===== config.mk =====
export PLATFORM = sky130hd
export DESIGN_NAME = mcycle_unit
export DESIGN_NICKNAME = d
export VERILOG_FILES = /design/src/rtl/mcycle_unit.sv
export SDC_FILE = /design/constraint.sdc
export NUM_CORES = 1
export LEC_CHECK = 0
export CORE_ASPECT_RATIO = 1.1
export CORE_MARGIN = 5
export CORE_UTILIZATION = 45
export CTS_BUF_LIST = sky130_fd_sc_hd__clkbuf_16
export DETAILED_ROUTE_END_ITERATION = 10
export PLACE_DENSITY_LB_ADDON = 0.3
export SETUP_SLACK_MARGIN = 0.1
export SLEW_MARGIN = 25
export SYNTH_ARGS = -nofsm -noshare
export SYNTH_HDL_FRONTEND = slang
export SYNTH_SLANG_ARGS = --single-unit

===== constraint.sdc =====
create_clock -name CLK -period 12.11 [get_ports CLK]
set_clock_uncertainty 0.05 [all_clocks]
set_input_delay 2.422 -clock CLK [delete_from_list [all_inputs] [get_ports CLK]]
set_output_delay 2.422 -clock CLK [all_outputs]
set_load 0.1 [all_outputs]

===== src/rtl/mcycle_unit.sv =====
// Iterative radix-2 multiply/divide engine for the Execute stage.
// Produces Busy/Done/MCycleWA3 for the hazard unit; one step per cycle, latency WIDTH+1.
module mcycle_unit #(
    parameter int WIDTH = 32
) (
    input  logic             CLK,
    input  logic             RESETn,
    input  logic             Start,
    input  logic [1:0]       MCycleOp,
    input  logic [WIDTH-1:0] Operand1,
    input  logic [WIDTH-1:0] Operand2,
    input  logic [3:0]       WA3,
    output logic [WIDTH-1:0] Result1,
    output logic [WIDTH-1:0] Result2,
    output logic             Busy,
    output logic             Done,
    output logic [3:0]       MCycleWA3
);

    localparam int CW = $clog2(WIDTH);
    localparam logic [CW-1:0]      LAST_STEP = CW'(WIDTH - 1);
    localparam logic [WIDTH-1:0]   ONE_W     = {{(WIDTH-1){1'b0}}, 1'b1};
    localparam logic [2*WIDTH-1:0] ONE_2W    = {{(2*WIDTH-1){1'b0}}, 1'b1};
    localparam logic [WIDTH-1:0]   ZERO_W    = {WIDTH{1'b0}};

    typedef enum logic [1:0] {
        S_IDLE    = 2'b00,
        S_COMPUTE = 2'b01,
        S_DONE    = 2'b10
    } state_t;

    function automatic logic [WIDTH-1:0] f_cneg(input logic [WIDTH-1:0] v, input logic neg);
        return neg ? (~v + ONE_W) : v;
    endfunction

    function automatic logic [2*WIDTH-1:0] f_cneg2(input logic [2*WIDTH-1:0] v, input logic neg);
        return neg ? (~v + ONE_2W) : v;
    endfunction

    state_t               r_state;
    logic [CW-1:0]        r_count;
    logic [2*WIDTH-1:0]   r_acc;
    logic [WIDTH-1:0]     r_addend;
    logic                 r_is_div;
    logic                 r_neg_q;
    logic                 r_neg_r;
    logic [WIDTH-1:0]     r_result1;
    logic [WIDTH-1:0]     r_result2;
    logic                 r_busy;
    logic                 r_done;
    logic [3:0]           r_wa3;

    logic                 w_signed;
    logic                 w_s1;
    logic                 w_s2;
    logic [WIDTH-1:0]     w_mag1;
    logic [WIDTH-1:0]     w_mag2;
    logic                 w_div0;
    logic [WIDTH-1:0]     w_acc_hi;
    logic [WIDTH-1:0]     w_acc_lo;
    logic [WIDTH:0]       w_mul_sum;
    logic [2*WIDTH-1:0]   w_mul_next;
    logic [WIDTH:0]       w_div_shift;
    logic [WIDTH+1:0]     w_div_diff;
    logic                 w_div_fits;
    logic [2*WIDTH-1:0]   w_div_next;
    logic [2*WIDTH-1:0]   w_acc_next;
    logic [2*WIDTH-1:0]   w_prod;
    logic [WIDTH-1:0]     w_quo;
    logic [WIDTH-1:0]     w_rem;
    logic [WIDTH-1:0]     w_res1;
    logic [WIDTH-1:0]     w_res2;
    logic                 w_unused;

    // Operand magnitudes and sign bookkeeping taken at the accepting edge.
    assign w_signed = ~MCycleOp[0];
    assign w_s1     = w_signed & Operand1[WIDTH-1];
    assign w_s2     = w_signed & Operand2[WIDTH-1];
    assign w_mag1   = f_cneg(Operand1, w_s1);
    assign w_mag2   = f_cneg(Operand2, w_s2);
    assign w_div0   = (Operand2 == ZERO_W);

    // Accumulator halves: mul {partial product, multiplier}; div {remainder, quotient}.
    assign w_acc_hi = r_acc[2*WIDTH-1:WIDTH];
    assign w_acc_lo = r_acc[WIDTH-1:0];

    assign w_mul_sum  = {1'b0, w_acc_hi} + (w_acc_lo[0] ? {1'b0, r_addend} : {(WIDTH+1){1'b0}});
    assign w_mul_next = {w_mul_sum, w_acc_lo[WIDTH-1:1]};

    // Restoring step: a borrow out of the subtractor means the divisor did not fit.
    assign w_div_shift = {w_acc_hi, w_acc_lo[WIDTH-1]};
    assign w_div_diff  = {1'b0, w_div_shift} - {2'b00, r_addend};
    assign w_div_fits  = ~w_div_diff[WIDTH+1];
    assign w_div_next  = w_div_fits ? {w_div_diff[WIDTH-1:0], w_acc_lo[WIDTH-2:0], 1'b1}
                                    : {w_div_shift[WIDTH-1:0], w_acc_lo[WIDTH-2:0], 1'b0};
    assign w_acc_next  = r_is_div ? w_div_next : w_mul_next;
    assign w_unused    = w_div_diff[WIDTH];

    // Sign fix-up applied to the result of the final step.
    assign w_prod = f_cneg2(w_acc_next, r_neg_q);
    assign w_quo  = f_cneg(w_acc_next[WIDTH-1:0], r_neg_q);
    assign w_rem  = f_cneg(w_acc_next[2*WIDTH-1:WIDTH], r_neg_r);
    assign w_res1 = r_is_div ? w_quo : w_prod[WIDTH-1:0];
    assign w_res2 = r_is_div ? w_rem : w_prod[2*WIDTH-1:WIDTH];

    // Control FSM with the iteration datapath and registered handshake outputs.
    always_ff @(posedge CLK or negedge RESETn) begin
        if (!RESETn) begin
            r_state   <= S_IDLE;
            r_count   <= {CW{1'b0}};
            r_acc     <= {(2*WIDTH){1'b0}};
            r_addend  <= ZERO_W;
            r_is_div  <= 1'b0;
            r_neg_q   <= 1'b0;
            r_neg_r   <= 1'b0;
            r_result1 <= ZERO_W;
            r_result2 <= ZERO_W;
            r_busy    <= 1'b0;
            r_done    <= 1'b0;
            r_wa3     <= 4'd0;
        end else begin
            case (r_state)
                S_IDLE, S_DONE: begin
                    r_done <= 1'b0;
                    if (Start) begin
                        r_state  <= S_COMPUTE;
                        r_busy   <= 1'b1;
                        r_count  <= {CW{1'b0}};
                        r_wa3    <= WA3;
                        r_is_div <= MCycleOp[1];
                        r_acc    <= {ZERO_W, (MCycleOp[1] ? w_mag1 : w_mag2)};
                        r_addend <= MCycleOp[1] ? w_mag2 : w_mag1;
                        // A zero divisor keeps the all-ones quotient unsigned-looking.
                        r_neg_q  <= (w_s1 ^ w_s2) & ~(MCycleOp[1] & w_div0);
                        r_neg_r  <= w_s1;
                    end else begin
                        r_state <= S_IDLE;
                        r_busy  <= 1'b0;
                    end
                end
                S_COMPUTE: begin
                    r_acc <= w_acc_next;
                    if (r_count == LAST_STEP) begin
                        r_state   <= S_DONE;
                        r_busy    <= 1'b0;
                        r_done    <= 1'b1;
                        r_result1 <= w_res1;
                        r_result2 <= w_res2;
                    end else begin
                        r_count <= r_count + {{(CW-1){1'b0}}, 1'b1};
                    end
                end
                default: begin
                    r_state <= S_IDLE;
                    r_busy  <= 1'b0;
                    r_done  <= 1'b0;
                end
            endcase
        end
    end

    assign Result1   = r_result1;
    assign Result2   = r_result2;
    assign Busy      = r_busy;
    assign Done      = r_done;
    assign MCycleWA3 = r_wa3;

endmodule


# After elaboration in Yosys (flattened, before gate mapping)
# Cells that the tools add are included.
# op_classes
n_addsub	8
n_eq_ne	6
mux	25
bitwise	12
n_reduce_logical	8
# ops
operator	count
two-way mux 32 bit	9
two-way mux 64 bit	4
adder 32 x 1 -> 32 bit, second input constant	4
inverter 32 bit	4
one-hot mux 64 bit (2 select lines)	1
adder 64 x 1 -> 64 bit, second input constant	1
inverter 64 bit	1
subtractor 33 x 32 -> 34 bit	1
adder 32 x 32 -> 33 bit	1
logical NOT 32 bit	1
two-way mux 5 bit	2
one-hot mux 5 bit (2 select lines)	1
!= test 2 bit, second input constant	3
AND reduction 2 bit	3
adder 5 x 1 -> 5 bit, second input constant	1
equality test 5 bit, second input constant	1
two-way mux 1 bit	5
AND 1 bit	4
one-hot mux 2 bit (2 select lines)	1
AND reduction 3 bit	1
equality test 2 x 1 -> 1 bit, second input constant	1
equality test 2 bit, second input constant	1
logical NOT 2 bit	1
two-way mux 2 bit	1
5 further kinds	6
# totals
regBits	176
output_inout_bits	70
elab_cells	71

# Longest topological paths before layout
# logic_depth
ltp_word	7
mapped_depth	25
mapped_depth_nobuf	23

# Worst setup path after synthesis
# No wires, ideal clock.
# synth_timing
path_type	register -> register
start	reg r_acc[33]
end	reg r_result2[20] (netlist: Result2[20])
setup_time_ns	0.129
arrival_ns	4.812
slack_ns	7.119
path_stages_with_launch	24
period_less_slack_ns	4.991
path_cell_list	dfrtp_1 -> ha_1 -> o211ai_1 -> a21o_1 -> a21oi_2 -> o21ai_2 -> a21oi_2 -> buf_4 -> nor2_2 -> clkbuf_1 -> nand2_1 -> o21ai_0 -> ha_1 -> o211ai_1 -> or4_4 -> nor4_1 -> nand2_1 -> nor2_1 -> nand2_1 -> a21oi_1 -> a22oi_1 -> o21ai_0 -> xnor2_1 -> o21ai_1
# synth_between
elab_chain_len	7
elab_cells_between_ends	11
# synth_rtl
item	line	rtl
from (decl)	42	logic [2*WIDTH-1:0] r_acc;
from (signal assigned)	111	r_acc <= {(2*WIDTH){1'b0}};
from (signal assigned)	131	r_acc <= {ZERO_W, (MCycleOp[1] ? w_mag1 : w_mag2)};
from (signal assigned)	142	r_acc <= w_acc_next;
subtractor 33 x 32 -> 34 bit	92	assign w_div_diff = {1'b0, w_div_shift} - {2'b00, r_addend};
two-way mux 64 bit	94	assign w_div_next = w_div_fits ? {w_div_diff[WIDTH-1:0], w_acc_lo[WIDTH-2:0], 1'b1}
two-way mux 64 bit (*)	96	assign w_acc_next = r_is_div ? w_div_next : w_mul_next;
inverter 64 bit or inverter 32 bit (tied branches)	37, 33	
adder 64 x 1 -> 64 bit or adder 32 x 1 -> 32 bit (tied branches)	37, 33	
two-way mux 64 bit or two-way mux 32 bit (tied branches)	37, 33	
two-way mux 32 bit (*)	104	assign w_res2 = r_is_div ? w_rem : w_prod[2*WIDTH-1:WIDTH];
to (signal assigned)	148	r_result2 <= w_res2;
to (decl)	48	logic [WIDTH-1:0] r_result2;
# Every way passes the cells marked *; elsewhere a longest branch is shown, timed or not.
# A chain may end at the register's enable or synchronous reset.

# Worst setup path in the final report
# layout_timing
start	reg r_addend[26]
end	reg r_result2[20] (netlist: Result2[20])
# layout_between
elab_chain_len	7
elab_cells_between_ends	10
# layout_rtl
item	line	rtl
from (decl)	43	logic [WIDTH-1:0] r_addend;
from (signal assigned)	132	r_addend <= MCycleOp[1] ? w_mag2 : w_mag1;
subtractor 33 x 32 -> 34 bit (*)	92	
two-way mux 64 bit (*)	94	
two-way mux 64 bit (*)	96	
inverter 64 bit or inverter 32 bit (tied branches)	37, 33	
adder 64 x 1 -> 64 bit or adder 32 x 1 -> 32 bit (tied branches)	37, 33	
two-way mux 64 bit or two-way mux 32 bit (tied branches)	37, 33	
two-way mux 32 bit (*)	104	
# Marked as above.

==> results_dict.tcl <==
set metrics [dict create \
    status "completed" \
    clk_pin_slew_ns 0.07 \
    die_w_um 187.1 \
    synthToLayoutAreaGrowth_pct 15.01 \
    gp_congestion 1.020 \
    maxSlewHeadroom 0.3061 \
    ant_nets 0 \
    postRouteWirelength_um 57360 \
    portBuffers 142 \
    vias 15940 \
    setup_viol 0 \
    synth_xor_area_frac 0.09199 \
    hold_path_depth 2 \
    hold_viol 0 \
    wire_per_inst_um 22.45 \
    min_period_over_period 0.5391 \
    cts_buffer_depth 2 \
    h-tree-depth 4 \
    dpl_worst_slack_ns 5.831 \
    synth_top_area_frac 0.2806 \
    drt_iter0_markers 1479 \
    synth-adder-area-share 0.05901 \
    slew_viol_final 0 \
    coreArea_um2 34110 \
    async_flop_share 1.000 \
    rr_worst_depth 23 \
    postCtsHoldBufs 0 \
    root_buffer "clkbuf_16" \
    yosys.area_share.simple 0.2197 \
    drc 0 \
    clkSinkCount 174 \
    arrival_ns 6.79 \
    grt_antenna_before_repair 1 \
    grt_setup_unrepaired "no" \
    cts_buffers 17 \
    synth_warnings 0 \
    clk_latency_ns 0.45 \
    worst_ep_required_time_ns 12.37 \
    critical_path_buf_inv_count 3 \
    layout.nets 2251 \
    synth-compound-area-share 0.2706 \
    tightest_slew_ns 1.037 \
    synthCells 2038 \
    diodes 0 \
    cp-end-kind "flop" \
    grt_pass1_vias 15460 \
    startpoint_type "flop" \
    dieArea_um2 38310 \
    die_h_um 204.8 \
    path_delay_family "simple AND/OR/NAND/NOR gates" \
    io_pins 143 \
    synthMuxAreaShare 0.02902 \
    grt_pass1_wl_um 88870 \
    hold_class "flop to flop" \
    period_needed_ns 6.529 \
    cts_resized 0 \
    worstPathCellList "inv_1, ha_1, a21oi_1, o21ai_1, nor2_1, a31oi_1, buf_4, nor2_2, buf_4, nand2_1, o21ai_0, ha_1, o211ai_1, or4_4, nor4_1, nand2_1, nor2_1, nand2_1, a21oi_1, a22oi_1, o21ai_0, xnor2_1, o21ai_1" \
    synth_area_um2 15520 \
    synth_area_leader_cell "dfrtp_1" \
    yosys_register_bits 174 \
    synth-edff-count 0 \
    cts_tree "built" \
    grt_use_total 0.2930 \
    fin_tns_setup_ns 0 \
    synth_top_family_by_area "compound AO/OA/AOI/OAI gates" \
    drive_gt1_frac 0.05291 \
    yosysUniqueCellTypes 89 \
    grt_max_degree 86 \
    timing.critical_path.mode_cell "nand2_1" \
    row_count 71 \
    setup_ws_ns 5.581 \
    max_cap_violations 0 \
    cts_setup_buffers 0 \
    synth.area.top_cells "dfrtp_1 28%, nand2_1 7.4%, o21ai_0 7.0%" \
    synthesis.nets 2183 \
    ys.flop_type "dfrtp_1" \
    dr.pass1.iters 5 \
    overflow 0 \
    max_clock_freq_ghz 0.1532 \
    cp_slowest_stage_delay_ns 0.72 \
    hpwl_um 44220 \
    syn_area_per_cell_um2 7.615 \
    synth-seq-area-share 0.2806 \
    slowest_stage "nor4_1" \
    critPathKind "flop to flop" \
    start_util 0.4550 \
    cp_max_fo 15 \
    avgViaCountPerCell 6.237 \
    path_depth 23 \
]
[tightest hold or removal path, delay by kind of cell (launching register included)]
family | cells | cell delay [ns]
DFF | 1 | 0.34
and+or+nand+nor | 2 | 0.10
[routing by layer]
metal,vias to the layer above,track usage,routed length [µm]
met4,0,0.1482,3266
met3,150,0.03511,3652
li1,7504,-,-
met1,7613,0.3707,23550
met2,668,0.4961,26890
met5,-,0,0
[registers in the layout, indices dropped and copies added, names as in the netlist, 2 cells and up]
| signal | count |
|---|---|
| Result1 | 32 |
| Result2 | 32 |
| r_addend | 32 |
| r_acc | 64 |
| MCycleWA3 | 4 |
| r_count | 5 |
| r_state | 2 |
[cell type report]
| cell class | instances | area [µm²] |
|---|---|---|
| clock inverters | 13 | 198.9 |
| multi-input cells | 1673 | 10430 |
| flip-flops and latches | 174 | 4359 |
| fillers | 3311 | 16260 |
| inverters | 71 | 266.5 |
| repair buffers | 169 | 1620 |
| well taps | 438 | 548.0 |
| clock buffers | 17 | 425.4 |
[cell usage in the layout, fill, tap and decap left out, drive strengths merged, types with 8 or more instances in the layout]
cell type,netlist,final
o22ai,13,13
and3,10,10
nand3,33,33
and2,37,37
buf,31,29
nor4,16,16
xnor2,96,96
nor2,167,167
or3,15,15
nand2,305,305
nand4,31,31
a22o,16,16
o211ai,27,27
a211oi,14,14
or4,13,13
a31oi,22,22
a21o,23,23
a22oi,9,9
a21oi,175,175
clkdlybuf4s50,0,140
nor2b,10,10
nand2b,20,20
xor2,67,67
o41ai,11,11
o21ai,227,227
a31o,8,8
o31ai,21,21
nor3,37,37
clkbuf,89,17
o221ai,34,34
mux2i,36,36
inv,70,79
ha,70,70
mux2,8,8
dfrtp,174,174
[synthesized netlist by cell type, types with 15 or more instances]
library cell and instances:
a21oi_1 171, inv_1 70, ha_1 70, or3_1 15, nand2b_1 20, mux2i_1 36
buf_2 16, o211ai_1 27, o31ai_1 21, xnor2_1 96, a31oi_1 22, o21ai_0 218
o221ai_1 33, a21o_1 23, nor3_1 36, nand2_1 305, clkbuf_1 87, and2_1 36
nand3_1 33, nand4_1 30, dfrtp_1 174, xor2_1 67, a22o_1 15, nor2_1 166
[stage by stage]
step / util / instance area, µm² / std cells / hold slack, ns
after floorplan: - / 15520 / 2038 / 0.4134
after global placement: 0.5049 / 17220 / 2525 / 0.4090
after detailed placement: 0.5049 / 17220 / 2525 / 0.4164
after CTS: 0.5232 / 17850 / 2555 / 0.4322
after global routing: 0.5233 / 17850 / 2555 / 0.4495
final: 0.5233 / 17850 / 2555 / 0.4252
[worst paths after layout]
kind	start	endpoint	slack (ns)
max	r_addend[26]	Result2[20]	5.58
min	MCycleWA3[3]	MCycleWA3[3]	0.43
max reg2reg	r_addend[26]	Result2[20]	5.58
min reg2reg	MCycleWA3[3]	MCycleWA3[3]	0.43
max in group asynchronous	RESETn	r_is_div	8.83
min in group asynchronous	RESETn	Result1[21]	1.88
[cells by family (layout without fill, tap and decap cells)]
| logic type | after synthesis | count (layout) |
|---|---|---|
| AOI/OAI and AO/OA | 671 | 671 |
| xor gates and xnor gates | 163 | 163 |
| adders and majority gates | 72 | 72 |
| buffers and inverters | 191 | 270 |
| DFF | 174 | 174 |
| muxes | 44 | 44 |
| and+or+nand+nor | 723 | 723 |
Power is not shown: default switching activity piles up to over one toggle a cycle in this logic, so the estimate is an artifact.
